$ cat config.mk
export PLATFORM = sky130hd
export DESIGN_NAME = mem_port_arbiter
export DESIGN_NICKNAME = d
export VERILOG_FILES = /design/src/rtl/mem_port_arbiter.sv
export SDC_FILE = /design/constraint.sdc
export NUM_CORES = 1
export LEC_CHECK = 0
export ABC_CLOCK_PERIOD_IN_PS = 2900
export CAP_MARGIN = 10
export CORE_ASPECT_RATIO = 0.7
export CORE_MARGIN = 1
export CORE_UTILIZATION = 43
export CTS_CLUSTER_DIAMETER = 80
export DETAILED_ROUTE_END_ITERATION = 16
export GPL_ROUTABILITY_DRIVEN = 0
export GPL_TIMING_DRIVEN = 0
export PLACE_DENSITY = 0.81
export RECOVER_POWER = 100
export SKIP_CTS_REPAIR_TIMING = 1
export SYNTH_ARGS = -nofsm -noshare
export SYNTH_HDL_FRONTEND = slang
export SYNTH_SLANG_ARGS = --single-unit
$ cat constraint.sdc
create_clock -name clk -period 2.9 [get_ports clk]
set_input_delay 0.435 -clock clk [delete_from_list [all_inputs] [get_ports clk]]
set_output_delay 0.435 -clock clk [all_outputs]
set_load 0.01 [all_outputs]
$ cat src/rtl/mem_port_arbiter.sv
// mem_port_arbiter: round-robin fetch/execute sharing of one simple dual-port BRAM with base relocation.
// Defining MEM_ARB_LIMIT_CHECK_EN adds a logical-limit check that faults out-of-range requests.
module mem_port_arbiter #(
    parameter int ADDR_W = 10,
    parameter int DATA_W = 8,
    parameter int PHYS_W = 16
) (
    input  logic              clk,
    input  logic              rst,
    input  logic              f_req,
    input  logic [ADDR_W-1:0] f_addr,
    output logic              f_gnt,
    output logic              f_valid,
    output logic [DATA_W-1:0] f_data,
    input  logic              e_req,
    input  logic              e_we,
    input  logic [ADDR_W-1:0] e_addr,
    input  logic [DATA_W-1:0] e_wdata,
    output logic              e_gnt,
    output logic              e_valid,
    output logic [DATA_W-1:0] e_data,
    input  logic [PHYS_W-1:0] base,
    input  logic [ADDR_W:0]   limit,
    output logic              fault,
    output logic [ADDR_W-1:0] fault_addr,
    output logic              ram_ena,
    output logic              ram_wea,
    output logic [PHYS_W-1:0] ram_addra,
    output logic [DATA_W-1:0] ram_dia,
    output logic              ram_enb,
    output logic [PHYS_W-1:0] ram_addrb,
    input  logic [DATA_W-1:0] ram_dob
);
    typedef enum logic [1:0] {IDLE, ISSUE, WAIT} state_t;
    state_t state_q, state_d;
    logic last_e_q, last_e_d;
    logic sel_e_q, sel_e_d;
    logic we_q, we_d;
    logic flt_q, flt_d;
    logic [ADDR_W-1:0] addr_q, addr_d;
    logic f_gnt_q, f_gnt_d, e_gnt_q, e_gnt_d;
    logic f_valid_q, f_valid_d, e_valid_q, e_valid_d;
    logic [DATA_W-1:0] f_data_q, f_data_d, e_data_q, e_data_d;
    logic fault_q, fault_d;
    logic [ADDR_W-1:0] fault_addr_q, fault_addr_d;
    logic ram_ena_q, ram_ena_d, ram_wea_q, ram_wea_d, ram_enb_q, ram_enb_d;
    logic [PHYS_W-1:0] ram_addra_q, ram_addra_d, ram_addrb_q, ram_addrb_d;
    logic [DATA_W-1:0] ram_dia_q, ram_dia_d;
    logic win_e, req_we, req_flt;
    logic [ADDR_W-1:0] req_addr;
    logic [PHYS_W-1:0] phys;
    // On a tie the requester not served last wins
    assign win_e    = e_req & (~f_req | ~last_e_q);
    assign req_we   = win_e & e_we;
    assign req_addr = win_e ? e_addr : f_addr;
    assign phys     = base + PHYS_W'(req_addr);
`ifdef MEM_ARB_LIMIT_CHECK_EN
    assign req_flt = {1'b0, req_addr} >= limit;
`else
    logic unused_limit;
    assign unused_limit = ^limit;
    assign req_flt = 1'b0;
`endif
    always_comb begin
        state_d      = state_q;
        last_e_d     = last_e_q;
        sel_e_d      = sel_e_q;
        we_d         = we_q;
        flt_d        = flt_q;
        addr_d       = addr_q;
        f_gnt_d      = 1'b0;
        e_gnt_d      = 1'b0;
        f_valid_d    = 1'b0;
        e_valid_d    = 1'b0;
        f_data_d     = f_data_q;
        e_data_d     = e_data_q;
        fault_d      = 1'b0;
        fault_addr_d = fault_addr_q;
        ram_ena_d    = 1'b0;
        ram_wea_d    = 1'b0;
        ram_enb_d    = 1'b0;
        ram_addra_d  = ram_addra_q;
        ram_addrb_d  = ram_addrb_q;
        ram_dia_d    = ram_dia_q;
        case (state_q)
            IDLE: if (f_req || e_req) begin
                state_d  = ISSUE;
                last_e_d = win_e;
                sel_e_d  = win_e;
                we_d     = req_we;
                flt_d    = req_flt;
                addr_d   = req_addr;
                f_gnt_d  = ~win_e;
                e_gnt_d  = win_e;
                if (!req_flt && req_we) begin
                    ram_ena_d   = 1'b1;
                    ram_wea_d   = 1'b1;
                    ram_addra_d = phys;
                    ram_dia_d   = e_wdata;
                end else if (!req_flt) begin
                    ram_enb_d   = 1'b1;
                    ram_addrb_d = phys;
                end
            end
            ISSUE: begin
                state_d = (we_q || flt_q) ? IDLE : WAIT;
                if (flt_q) begin
                    f_valid_d    = ~sel_e_q;
                    e_valid_d    = sel_e_q;
                    fault_d      = 1'b1;
                    fault_addr_d = addr_q;
                    f_data_d     = sel_e_q ? f_data_q : '0;
                    e_data_d     = sel_e_q ? '0 : e_data_q;
                end else begin
                    e_valid_d = we_q;
                end
            end
            WAIT: begin
                state_d   = IDLE;
                f_valid_d = ~sel_e_q;
                e_valid_d = sel_e_q;
                f_data_d  = sel_e_q ? f_data_q : ram_dob;
                e_data_d  = sel_e_q ? ram_dob : e_data_q;
            end
            default: state_d = IDLE;
        endcase
    end
    always_ff @(posedge clk or posedge rst) begin
        if (rst) begin
            state_q      <= IDLE;
            last_e_q     <= 1'b1;
            sel_e_q      <= 1'b0;
            we_q         <= 1'b0;
            flt_q        <= 1'b0;
            addr_q       <= '0;
            f_gnt_q      <= 1'b0;
            e_gnt_q      <= 1'b0;
            f_valid_q    <= 1'b0;
            e_valid_q    <= 1'b0;
            f_data_q     <= '0;
            e_data_q     <= '0;
            fault_q      <= 1'b0;
            fault_addr_q <= '0;
            ram_ena_q    <= 1'b0;
            ram_wea_q    <= 1'b0;
            ram_enb_q    <= 1'b0;
            ram_addra_q  <= '0;
            ram_addrb_q  <= '0;
            ram_dia_q    <= '0;
        end else begin
            state_q      <= state_d;
            last_e_q     <= last_e_d;
            sel_e_q      <= sel_e_d;
            we_q         <= we_d;
            flt_q        <= flt_d;
            addr_q       <= addr_d;
            f_gnt_q      <= f_gnt_d;
            e_gnt_q      <= e_gnt_d;
            f_valid_q    <= f_valid_d;
            e_valid_q    <= e_valid_d;
            f_data_q     <= f_data_d;
            e_data_q     <= e_data_d;
            fault_q      <= fault_d;
            fault_addr_q <= fault_addr_d;
            ram_ena_q    <= ram_ena_d;
            ram_wea_q    <= ram_wea_d;
            ram_enb_q    <= ram_enb_d;
            ram_addra_q  <= ram_addra_d;
            ram_addrb_q  <= ram_addrb_d;
            ram_dia_q    <= ram_dia_d;
        end
    end
    assign f_gnt      = f_gnt_q;
    assign e_gnt      = e_gnt_q;
    assign f_valid    = f_valid_q;
    assign e_valid    = e_valid_q;
    assign f_data     = f_data_q;
    assign e_data     = e_data_q;
    assign fault      = fault_q;
    assign fault_addr = fault_addr_q;
    assign ram_ena    = ram_ena_q;
    assign ram_wea    = ram_wea_q;
    assign ram_enb    = ram_enb_q;
    assign ram_addra  = ram_addra_q;
    assign ram_addrb  = ram_addrb_q;
    assign ram_dia    = ram_dia_q;
endmodule
After elaboration in Yosys (flattened, before gate mapping)
Index checks and enable logic that the tools add are counted.
{ "totals": {"regBits": 67, "inputBits": 68, "wordCells": 60} }
{ "classes": {"addsub": 1, "n_eq_ne": 7, "n_mux": 20, "bitwise": 9, "reduce_logical": 8} }
{ "ops": {"columns": ["op", "count"], "rows": [
  ["2-to-1 mux 8 bit", 4],
  ["adder 16 x 10 -> 16 bit", 1],
  ["2-to-1 mux 1 bit", 11],
  ["2-to-1 mux 10 bit", 1],
  ["!= test 2 bit (second input constant)", 5],
  ["AND reduction 4 bit", 2],
  ["inverter 1 bit", 6],
  ["AND reduction 3 bit", 2],
  ["2-to-1 mux 2 bit", 2],
  ["one-hot mux 2 bit (2 select lines)", 1],
  ["AND 1 bit", 2],
  ["== test 2 x 1 -> 1 bit (second input constant)", 1],
  ["== test 2 bit (second input constant)", 1],
  ["logical NOT 2 bit", 1],
  ["one-hot mux 1 bit (2 select lines)", 1],
  ["AND reduction 2 bit", 1],
  ["nonzero test 2 bit", 1],
  ["logical OR 1 bit", 1],
  ["OR 1 bit", 1]
]} }

Depth between registers and ports, before layout
Gate-level depths: netlist of the first run.
{ "depth": {"depth_word": 7, "depth_mapped": 12} }

Worst setup path after synthesis of the first run
Ideal clock, no wire load.
{ "synth_timing": {"path_kind": "in2reg", "from": "input port e_req", "to": "register ram_addra_q[9], in the netlist ram_addra[9]", "arrival_ps": 2470, "t_required_ps": 2775, "slack_ps": 306, "stages": 10, "path_buffers": 1, "cell_sequence": "a21boi_0 -> buf_2 -> mux2_2 -> ha_1 -> a21oi_2 -> nand2_1 -> or2_4 -> a221oi_2 -> xnor2_1 -> mux2_2"} }
{ "synth_via": {"elab_chain_cells": 3, "elab_cells_between_ends": 6} }
{ "synth_lines": {"columns": ["item", "line_no", "text"], "rows": [
  ["from (decl)", "15", "input logic e_req,"],
  ["AND 1 bit", "53", "assign win_e = e_req & (~f_req | ~last_e_q);"],
  ["2-to-1 mux 10 bit / AND 1 bit (equally long branches)", "55, 54", null],
  ["adder 16 x 10 -> 16 bit / AND reduction 3 bit (equally long branches)", null, null],
  ["to (signal assigned)", "168", "ram_addra_q <= ram_addra_d;"],
  ["to (decl)", "47", "logic [PHYS_W-1:0] ram_addra_q, ram_addra_d, ram_addrb_q, ram_addrb_d;"]
]} }
Parallel ways exist; a longest one is shown, timed or not.
A chain may end at the register's enable or synchronous reset.

Worst setup path in the final report of the first run
{ "layout_timing": {"from": "register last_e_q", "to": "register ram_addrb_q[8], in the netlist ram_addrb[8]"} }
{ "layout_via": {"elab_chain_cells": 6, "elab_cells_between_ends": 8} }
{ "layout_lines": {"columns": ["item", "line_no", "text"], "rows": [
  ["from (decl)", "36", "logic last_e_q, last_e_d;"],
  ["from (signal assigned)", "152", "last_e_q <= last_e_d;"],
  ["inverter 1 bit (*)", "53", null],
  ["OR 1 bit (*)", "53", null],
  ["AND 1 bit (*)", "53", null],
  ["branches (longest 3 deep; another with adder 16 x 10 -> 16 bit)", null, null],
  ["to (signal assigned)", "169", "ram_addrb_q <= ram_addrb_d;"],
  ["to (decl)", "47", null]
]} }
Every way passes the cells marked *.

==> results of run 1 <==
==> cell usage after synthesis, types with 4 or more instances <==
cell and count:
inv_1 10, mux2_2 39, buf_4 12, xnor2_1 7
nand3_1 5, o21ai_1 4, xor2_1 7, nor2b_1 4
nor2_1 8, dfrtp_1 66, nand2_1 55, ha_1 18
o21ai_0 21, a21oi_1 9
==> critical path, cell delays in order, from the launching register on <==
cell       delay [ns]
dfstp_2          0.57
a21boi_4         0.08
buf_4            0.19
mux2_2           0.24
ha_2             0.19
inv_1            0.06
fa_2             0.37
nor2b_4          0.15
o2111ai_2        0.15
nand2_1          0.16
a31oi_2          0.11
xnor2_1          0.18
mux2_2           0.27
==> where the power goes <==
part	switching [mW]	total (mW)	internal [mW]
Combinational	1.01	2.27	1.26
Sequential	0.249	1.65	1.40
Clock	0.317	0.725	0.408
Total	1.58	4.65	3.07
==> sequential cells by signal (all words and copies together) (netlist names), 2 cells and up <==
signal / cells
ram_addra: 16
f_data: 8
state_q: 2
ram_addrb: 16
e_data: 8
ram_dia: 8
==> final timing paths <==
kind / cells past startpoint / from / end / slack (ns)
min in group asynchronous: 2 / rst / ram_dia[4]$_DFFE_PP0P_ / 0.95
worst max-delay path: 12 / last_e_q$_DFFE_PP1P_ / ram_addrb[8]$_DFFE_PP0P_ / 0.07
worst max register to register: 12 / last_e_q$_DFFE_PP1P_ / ram_addrb[8]$_DFFE_PP0P_ / 0.07
worst min register to register: 2 / ram_dia[3]$_DFFE_PP0P_ / ram_dia[3]$_DFFE_PP0P_ / 0.48
max in group asynchronous: 3 / rst / we_q$_DFFE_PP0P_ / 0.50
worst min-delay path: 2 / e_req / f_gnt$_DFF_PP0_ / 0.43
==> cell families (layout without fill, tap and decap cells) <==
group	Yosys count	in the layout	share of synthesized area (%)
AO/OA/AOI/OAI	53	53	10.1
buffers and inverters	30	167	4.90
adder cells (fa/ha/maj)	19	19	7.39
AND/OR/NAND/NOR	78	78	10.0
flip-flops	67	67	50.6
multiplexers	39	39	13.2
other	1	11	0.113
XOR/XNOR	14	14	3.70
==> area by class of cell <==
| class | instances | area (µm²) | share of cell area (%) |
|---|---|---|---|
| clock buffers | 11 | 141 | 2.87 |
| multi-input cells | 214 | 1570 | 31.9 |
| flip-flops and latches | 67 | 1680 | 34.0 |
| clock inverters | 3 | 40.0 | 0.812 |
| plain buffers | 19 | 124 | 2.51 |
| well taps | 98 | 123 | 2.49 |
| inverters | 11 | 41.3 | 0.837 |
| repair buffers | 123 | 1210 | 24.6 |
==> layer usage <==
layer | global-route usage, % | part of all wire [%]
met2 | 35.3 | 49
met3 | 6.16 | 5.3
met4 | 6.54 | 1.2
met5 | 0 | 0
met1 | 26.6 | 44
==> placed cells by master, fill, tap and decap left out, drive strengths merged, types with 2 or more instances in the layout <==
master	n
nand3	5
nor2b	4
ha	18
nand2	55
clkinv	3
buf	18
a21oi	11
a221oi	2
xor2	7
dlygate4sd3	13
a21o	4
conb	11
clkdlybuf4s50	104
xnor2	7
o21ai	25
inv	10
nor2	8
mux2	39
dfrtp	66
and3	2
a31oi	2
a21boi	4
o211ai	2
clkbuf	17
==> stage by stage <==
stage / total power, mW / worst slack (ns)
2_1_floorplan: 2.71 / 0.306
3_3_place_gp: 3.82 / -0.701
3_5_place_dp: 3.92 / -0.816
4_1_cts: 4.66 / -0.486
5_1_grt: 4.97 / -0.0363
6_report: 4.65 / 0.0722
==> run metrics, run 1 <==
Hold WS roughly 0.43 ns; Port Buffers around 120; initial antenna violation count 0; Fin Setup TNS 0 ns; gr ovfl total 0; # rows 26; die area between 8000 and 9000 µm²; Root Buffer clkbuf_8; Clock Path Buffers 2; worst hold path class primary input to flop; synth warn 0; Slew HR 7.74%; cell area after synthesis 3320 µm²; CP startpoint kind flop; Hold Vio Cnt, Final 0; Syn Area/Cell 11.0 µm²; Final #Nets 532; Remaining DRCs 0; Max FO, Critical Path 5; post-route ant nets 0; num ports around 140; GRT Resource Usage Total 21.0%; CTS H-tree depth 3; Synth-to-Final Area Change 48.7%; vias in the first global route between 2,000 and 3,000; Synth area leader dfrtp_1; pin count of the biggest net entering global routing 38; Critical Path RT ~3.1 ns; Seq/Total Area, Yosys 50.6%; Synth Register Bits 67; Fillers 600; Post-synth EDFFs 0; ys async rst share 100%; fin crit period about 2.8 ns; fmax 354 MHz; final setup violating endpoints 0; worst-margin pin slew around 1.4 ns; synth top area cells dfrtp_1 (50%), mux2_2 (13%), ha_1 (6.8%); share of the synthesized area in the top cell type 49.8%; Peak VDD IR around 0.0005 V; DP Area between 4000 and 5000 µm²; Starting Density about 45%; Wirelength per Cell around 15 µm; Max Cap Violations 0; Via Count roughly 2,700; n_diodes 0; CTS tree built; max-slew violations 0; first-pass GRT wire length between 10,000 and 15,000 µm; DRT iter0 DRCs 72; Setup crit end kind flop; drt via density between 4 and 5; share of post-route cells with drive strength above 1 20.3%; CTS sink cnt 67; Distinct cells, synth 38; clk slew on worst S/H paths approximately 0.060 ns; WP data arrival 3.04 ns; Total Wirelength between 8000 and 9000 µm; Inst Count DP 529; post-synthesis cell count 301; worst clock skew 0.00873 ns; Post-synth top flop dfrtp_1; Tcrit/Tclk final 97.5%; hpwl dp 6360 µm; pwr dens roughly 940 nW/µm²; DR pass1 iterations 4; WS Path Type flop to flop; leakage 2.24 nW; total CTS buffers 9; outcome completed; final design area excluding fillers approximately 5000 µm²; clock latency on the worst-skew pair 0.34 ns; core region area approximately 7400 µm²; Layout Utilization roughly 67%; die height about 75 µm; Die W ~110 µm; Post-Layout Cell Count 546
No activity file was read; power rests on OpenSTA's default activity.
==> inputs of run 2 (changes only) <==
- ABC_CLOCK_PERIOD_IN_PS: 2900 -> 3380
- CORE_UTILIZATION: 43 -> 46
- PLACE_DENSITY: 0.81 -> 0.86
- clock period: 2.9 -> 3.38 ns (I/O delays scaled with it)
==> run metrics, run 2 (synthesis results as in run 1) <==
outcome completed; Die W slightly above 100 µm; Max Cap Violations 0; worst-margin pin slew about 1.1 ns; gr ovfl total 0; Hold Path Depth 2; CTS tree built; pwr dens roughly 800 nW/µm²; max-slew violations 0; WS Path Type primary input to flop; Synth-to-Final Area Change 48.1%; worst-path cell chain clkdlybuf4s50_1 > a21boi_0 > clkbuf_4 > mux2_2 > ha_1 > a21o_2 > a21oi_1 > nand2_1 > a31oi_1 > xnor2_1 > mux2_2; Starting Density 48.4%; Setup crit end kind flop; CP Depth 11; most common cell after layout, fill and taps aside dfrtp_1; Tcrit/Tclk final a little over nine tenths; die area around 7600 µm²; most frequent cells in the layout dfrtp_1 (66), dlygate4sd3_1 (64), nand2_1 (55); drt via density approximately 5; pin count of the biggest net entering global routing between 40 and 50; fin crit period roughly 3.2 ns; die height roughly 73 µm; # rows 25; core region area between 6000 and 7000 µm²; initial antenna violation count 0; num ports around 140; clk slew on worst S/H paths about 0.070 ns; Reg2Reg Depth 12; Wirelength per Cell about 15 µm; Clock Path Buffers 2; Inst Count DP around 530; share of post-route cells with drive strength above 1 19.0%; Final #Nets 529; leakage between 2 and 2.5 nW; Port Buffers roughly 120; hpwl dp around 6400 µm; total CTS buffers 9; CTS H-tree depth 3; CP bufs+invs 2; Total Wirelength approximately 8400 µm; Hold Vio Cnt, Final 0; Hold WS ~0.48 ns; clock latency on the worst-skew pair 0.34 ns; vias in the first global route 2,690; CP startpoint kind primary input; n_diodes 0; slowest CP cell clkdlybuf4s50_1; CTS sink cnt between 60 and 70; first-pass GRT wire length between 10,000 and 15,000 µm; GRT Resource Usage Total a little under a quarter; DR pass1 iterations 4; Via Count 2,713; post-route ant nets 0; Root Buffer clkbuf_8; final setup violating endpoints 0; Peak VDD IR ~0.00046 V; Crit path largest cell delay about 0.5 ns; Remaining DRCs 0; worst clock skew roughly 0.013 ns; DRT iter0 DRCs 94; Slew HR between 20% and 30%; crit-path most repeated cell mux2_2; Max FO, Critical Path 10; Post-Layout Cell Count between 500 and 600; worst hold path class flop to flop; WP data arrival between 3 and 4 ns; fmax between 300 and 400 MHz; CP delay by family, top compound AO/OA/AOI/OAI gates; Critical Path RT between 3 and 4 ns
run 2: cell types whose count changed in the layout (fill, tap and decap cells not counted), moves of 2 or more:
cell,delta
buf_4,-3
dlygate4sd3_1,+51
clkdlybuf4s50_1,-50
ha_1,+2
ha_2,-2
clkinv_4,+3
run 2: per-layer routing:
metal	part of all wire, %	GRT usage, %	vias to the layer above
met1	42	28.2	1318
met4	1.3	4.99	0
met2	50	40.4	92
li1	-	-	1292
met5	0	0	-
met3	6.4	7.32	11
run 2: final timing paths:
path	slack [ns]	endpoint	start
max in group asynchronous	0.98	ram_addra[1]$_DFFE_PP0P_	rst
setup reg to reg	0.43	ram_addra[8]$_DFFE_PP0P_	last_e_q$_DFFE_PP1P_
hold reg to reg	0.48	ram_addra[1]$_DFFE_PP0P_	ram_addra[1]$_DFFE_PP0P_
hold / removal	0.48	ram_addra[1]$_DFFE_PP0P_	ram_addra[1]$_DFFE_PP0P_
min in group asynchronous	0.82	ram_addra[5]$_DFFE_PP0P_	rst
setup / recovery	0.15	ram_addra[8]$_DFFE_PP0P_	f_req
run 2: cell type report:
| class | instances | area [µm²] |
|---|---|---|
| sequential | 67 | 1680 |
| inverter | 11 | 41.3 |
| fill | 504 | 1940 |
| timing repair buffer | 120 | 1200 |
| clock inverter | 7 | 100 |
| tap | 94 | 118 |
| buffer | 19 | 124 |
| clock buffer | 9 | 124 |
| multi-input combinational | 214 | 1530 |
run 2: where the power goes:
part	leakage [nW]	switching [mW]	internal [mW]	total, mW
registers	0.815	0.198	1.20	1.39
clock network	0.114	0.317	0.420	0.737
logic	1.36	0.864	0.952	1.82
total	2.29	1.38	2.57	3.95
run 2: worst register-to-register path, stage by stage (launching register included):
cell and delay [ns]:
dfstp_2 0.57, a21boi_0 0.09, clkbuf_4 0.22, mux2_2 0.25, ha_1 0.16, inv_1 0.06
fa_1 0.42, nor2b_2 0.19, o2111ai_2 0.16, nand2_1 0.14, a31oi_1 0.11, xnor2_1 0.18
mux2_2 0.29
run 2: per-stage QoR:
step | util, % | TNS (ns) | worst slack, ns | power (mW) | area [µm²]
global placement | 68.1 | -3.61 | -0.281 | 3.27 | 4660
detailed placement | 68.4 | -4.71 | -0.341 | 3.36 | 4680
finish | 71.7 | 0 | 0.153 | 3.95 | 4910
floorplan | - | 0 | 0.714 | 2.33 | 3360
global route | 71.7 | -0.0411 | -0.0187 | 4.19 | 4910
CTS | 71.7 | -0.0131 | -0.00956 | 4.11 | 4910
==> inputs of run 3 (changes only) <==
- CORE_UTILIZATION: 46 -> 47
- CTS_BUF_LIST: not set -> sky130_fd_sc_hd__clkbuf_4 sky130_fd_sc_hd__clkbuf_8
- CTS_CLUSTER_SIZE: not set -> 30
- PLACE_DENSITY: 0.86 -> 0.88
==> run metrics, run 3 (synthesis results as in run 1) <==
DR pass1 iterations 8; CP startpoint kind primary input; Wirelength per Cell 15.4 µm; r2r endpoint ram_addrb[14]$_DFFE_PP0P_; clk slew on worst S/H paths roughly 0.07 ns; Hold Crit Endpoint ram_addra[15]$_DFFE_PP0P_; clock latency on the worst-skew pair around 0.35 ns; gr ovfl total 0; hpwl dp 6440 µm; fin crit period between 3 and 4 ns; worst-path cell chain clkdlybuf4s50_1 > a21boi_0 > buf_4 > mux2_2 > ha_1 > inv_1 > fa_1 > nor2b_1 > o2111ai_1 > nand2_1 > a31oi_1 > xnor2_1 > mux2_2; fmax ~310 MHz; met1 Track Usage GR 29.5%; grt met3 use 7.71%; Crit path largest cell delay around 0.48 ns; most frequent cells in the layout dfrtp_1 (66), dlygate4sd3_1 (64), nand2_1 (55); Remaining DRCs 0; Hold Path Depth 2; Setup crit end kind flop; Inst Count DP between 500 and 600; WS Path Type primary input to flop; CTS H-tree depth 3; DRT iter0 DRCs between 70 and 80; Critical Path RT ~3.6 ns; most crowded layer after global routing met2; Max Cap Violations 0; Clock Path Buffers 2; grt met2 use between 40 and 50%; CTS sink cnt 67; Starting Density 48.9%; total power a little under 4 mW; n_diodes 0; outcome completed; GRT Resource Usage Total 24.1%; share of post-route cells with drive strength above 1 between 10% and 20%; Die W about 100 µm; pin count of the biggest net entering global routing 37; reg2reg start last_e_q$_DFFE_PP1P_; Reg2Reg Depth 12; Final WS setup approximately 0.16 ns; core region area 6790 µm²; Port Buffers between 100 and 150; worst hold start ram_addra[15]$_DFFE_PP0P_; Total Wirelength 8310 µm; vias in the first global route roughly 2,700; Via Count 2,703; total CTS buffers 9; final setup violating endpoints 0; num ports approximately 140; Hold Vio Cnt, Final 0; Root Buffer clkbuf_8; slowest CP cell clkdlybuf4s50_1; first-pass GRT wire length 13,400 µm; max-slew violations 0; die area approximately 7400 µm²; leakage 2.27 nW; CTS tree built; Synth-to-Final Area Change 47.7%; Peak VDD IR between 0.0003 and 0.0004 V; worst-margin pin slew 1.22 ns; Layout Utilization a little over 70%; initial antenna violation count 0; pre-CTS WS -0.451 ns; Final #Nets 529; pwr dens between 800 and 900 nW/µm²; post-route ant nets 0; Slew HR about 18%; drt via density about 5.0; Post-Layout Cell Count about 540; worst clock skew around 0.0073 ns; crit-path most repeated cell mux2_2; setup slack on the worst flop-to-flop path approximately 0.43 ns; # rows 25; worst setup path start f_req; most common cell after layout, fill and taps aside dfrtp_1; Tcrit/Tclk final 95.2%; WP data arrival 3.45 ns; die height 72.3 µm; worst hold path class flop to flop; RSZ-0062 raised after global routing false; Max FO, Critical Path 10
## run 3: changes by cell type in the layout (fill, tap and decap cells not counted), sizes merged
cell,before,now
clkinv,5,3
clkinvlp,0,2
clkbuf,15,17
inv,11,10
buf,14,13
## run 3: cell type report
| cell class | count | area (µm²) |
|---|---|---|
| Timing Repair Buffer | 120 | 1200 |
| Multi-Input combinational cell | 214 | 1520 |
| Inverter | 11 | 41.3 |
| Clock buffer | 10 | 138 |
| Tap cell | 94 | 118 |
| Sequential cell | 67 | 1680 |
| Buffer | 19 | 121 |
| Clock inverter | 6 | 88.8 |
| Fill cell | 495 | 1890 |
## run 3: metrics by stage
stage / TNS, ns / hold WS [ns] / area (µm²)
global placement: -3.38 / 0.457 / 4660
detailed placement: -6.50 / 0.466 / 4680
CTS: -0.205 / 0.487 / 4910
floorplan: 0 / 0.460 / 3360
finish: 0 / 0.477 / 4900
global route: 0 / 0.488 / 4900
## run 3: power by group
| group | leakage, nW | switching, mW | internal, mW |
|---|---|---|---|
| Clock | 0.108 | 0.312 | 0.435 |
| Sequential | 0.815 | 0.199 | 1.20 |
| Combinational | 1.35 | 0.855 | 0.947 |
## run 3: routing by layer
layer / up-vias / part of all wire [%]
li1: 1290 / -
met1: 1318 / 43
met2: 83 / 51
met3: 12 / 4.9
met4: 0 / 1.4
met5: - / 0
## run 3: worst max-delay path by stage
| stage | endpoint | slack [ns] | cells after the start |
|---|---|---|---|
| after floorplan | ram_addra[9]$_DFFE_PP0P_ | 0.71 | 10 |
| after global placement | ram_addrb[14]$_DFFE_PP0P_ | -0.27 | 13 |
| after detailed placement | ram_addrb[14]$_DFFE_PP0P_ | -0.45 | 13 |
| after CTS | ram_addrb[14]$_DFFE_PP0P_ | -0.08 | 13 |
| after global routing | ram_addra[8]$_DFFE_PP0P_ | 0.002 | 13 |
| final | ram_addra[8]$_DFFE_PP0P_ | 0.16 | 13 |
## run 3: worst max-delay path: cells and delay by family
| family | cells | cell delay, ns |
|---|---|---|
| and+or+nand+nor | 2 | 0.21 |
| buffers and inverters | 3 | 0.80 |
| adders and majority gates | 2 | 0.40 |
| xor gates and xnor gates | 1 | 0.13 |
| AOI/OAI and AO/OA | 3 | 0.75 |
| muxes | 2 | 0.64 |
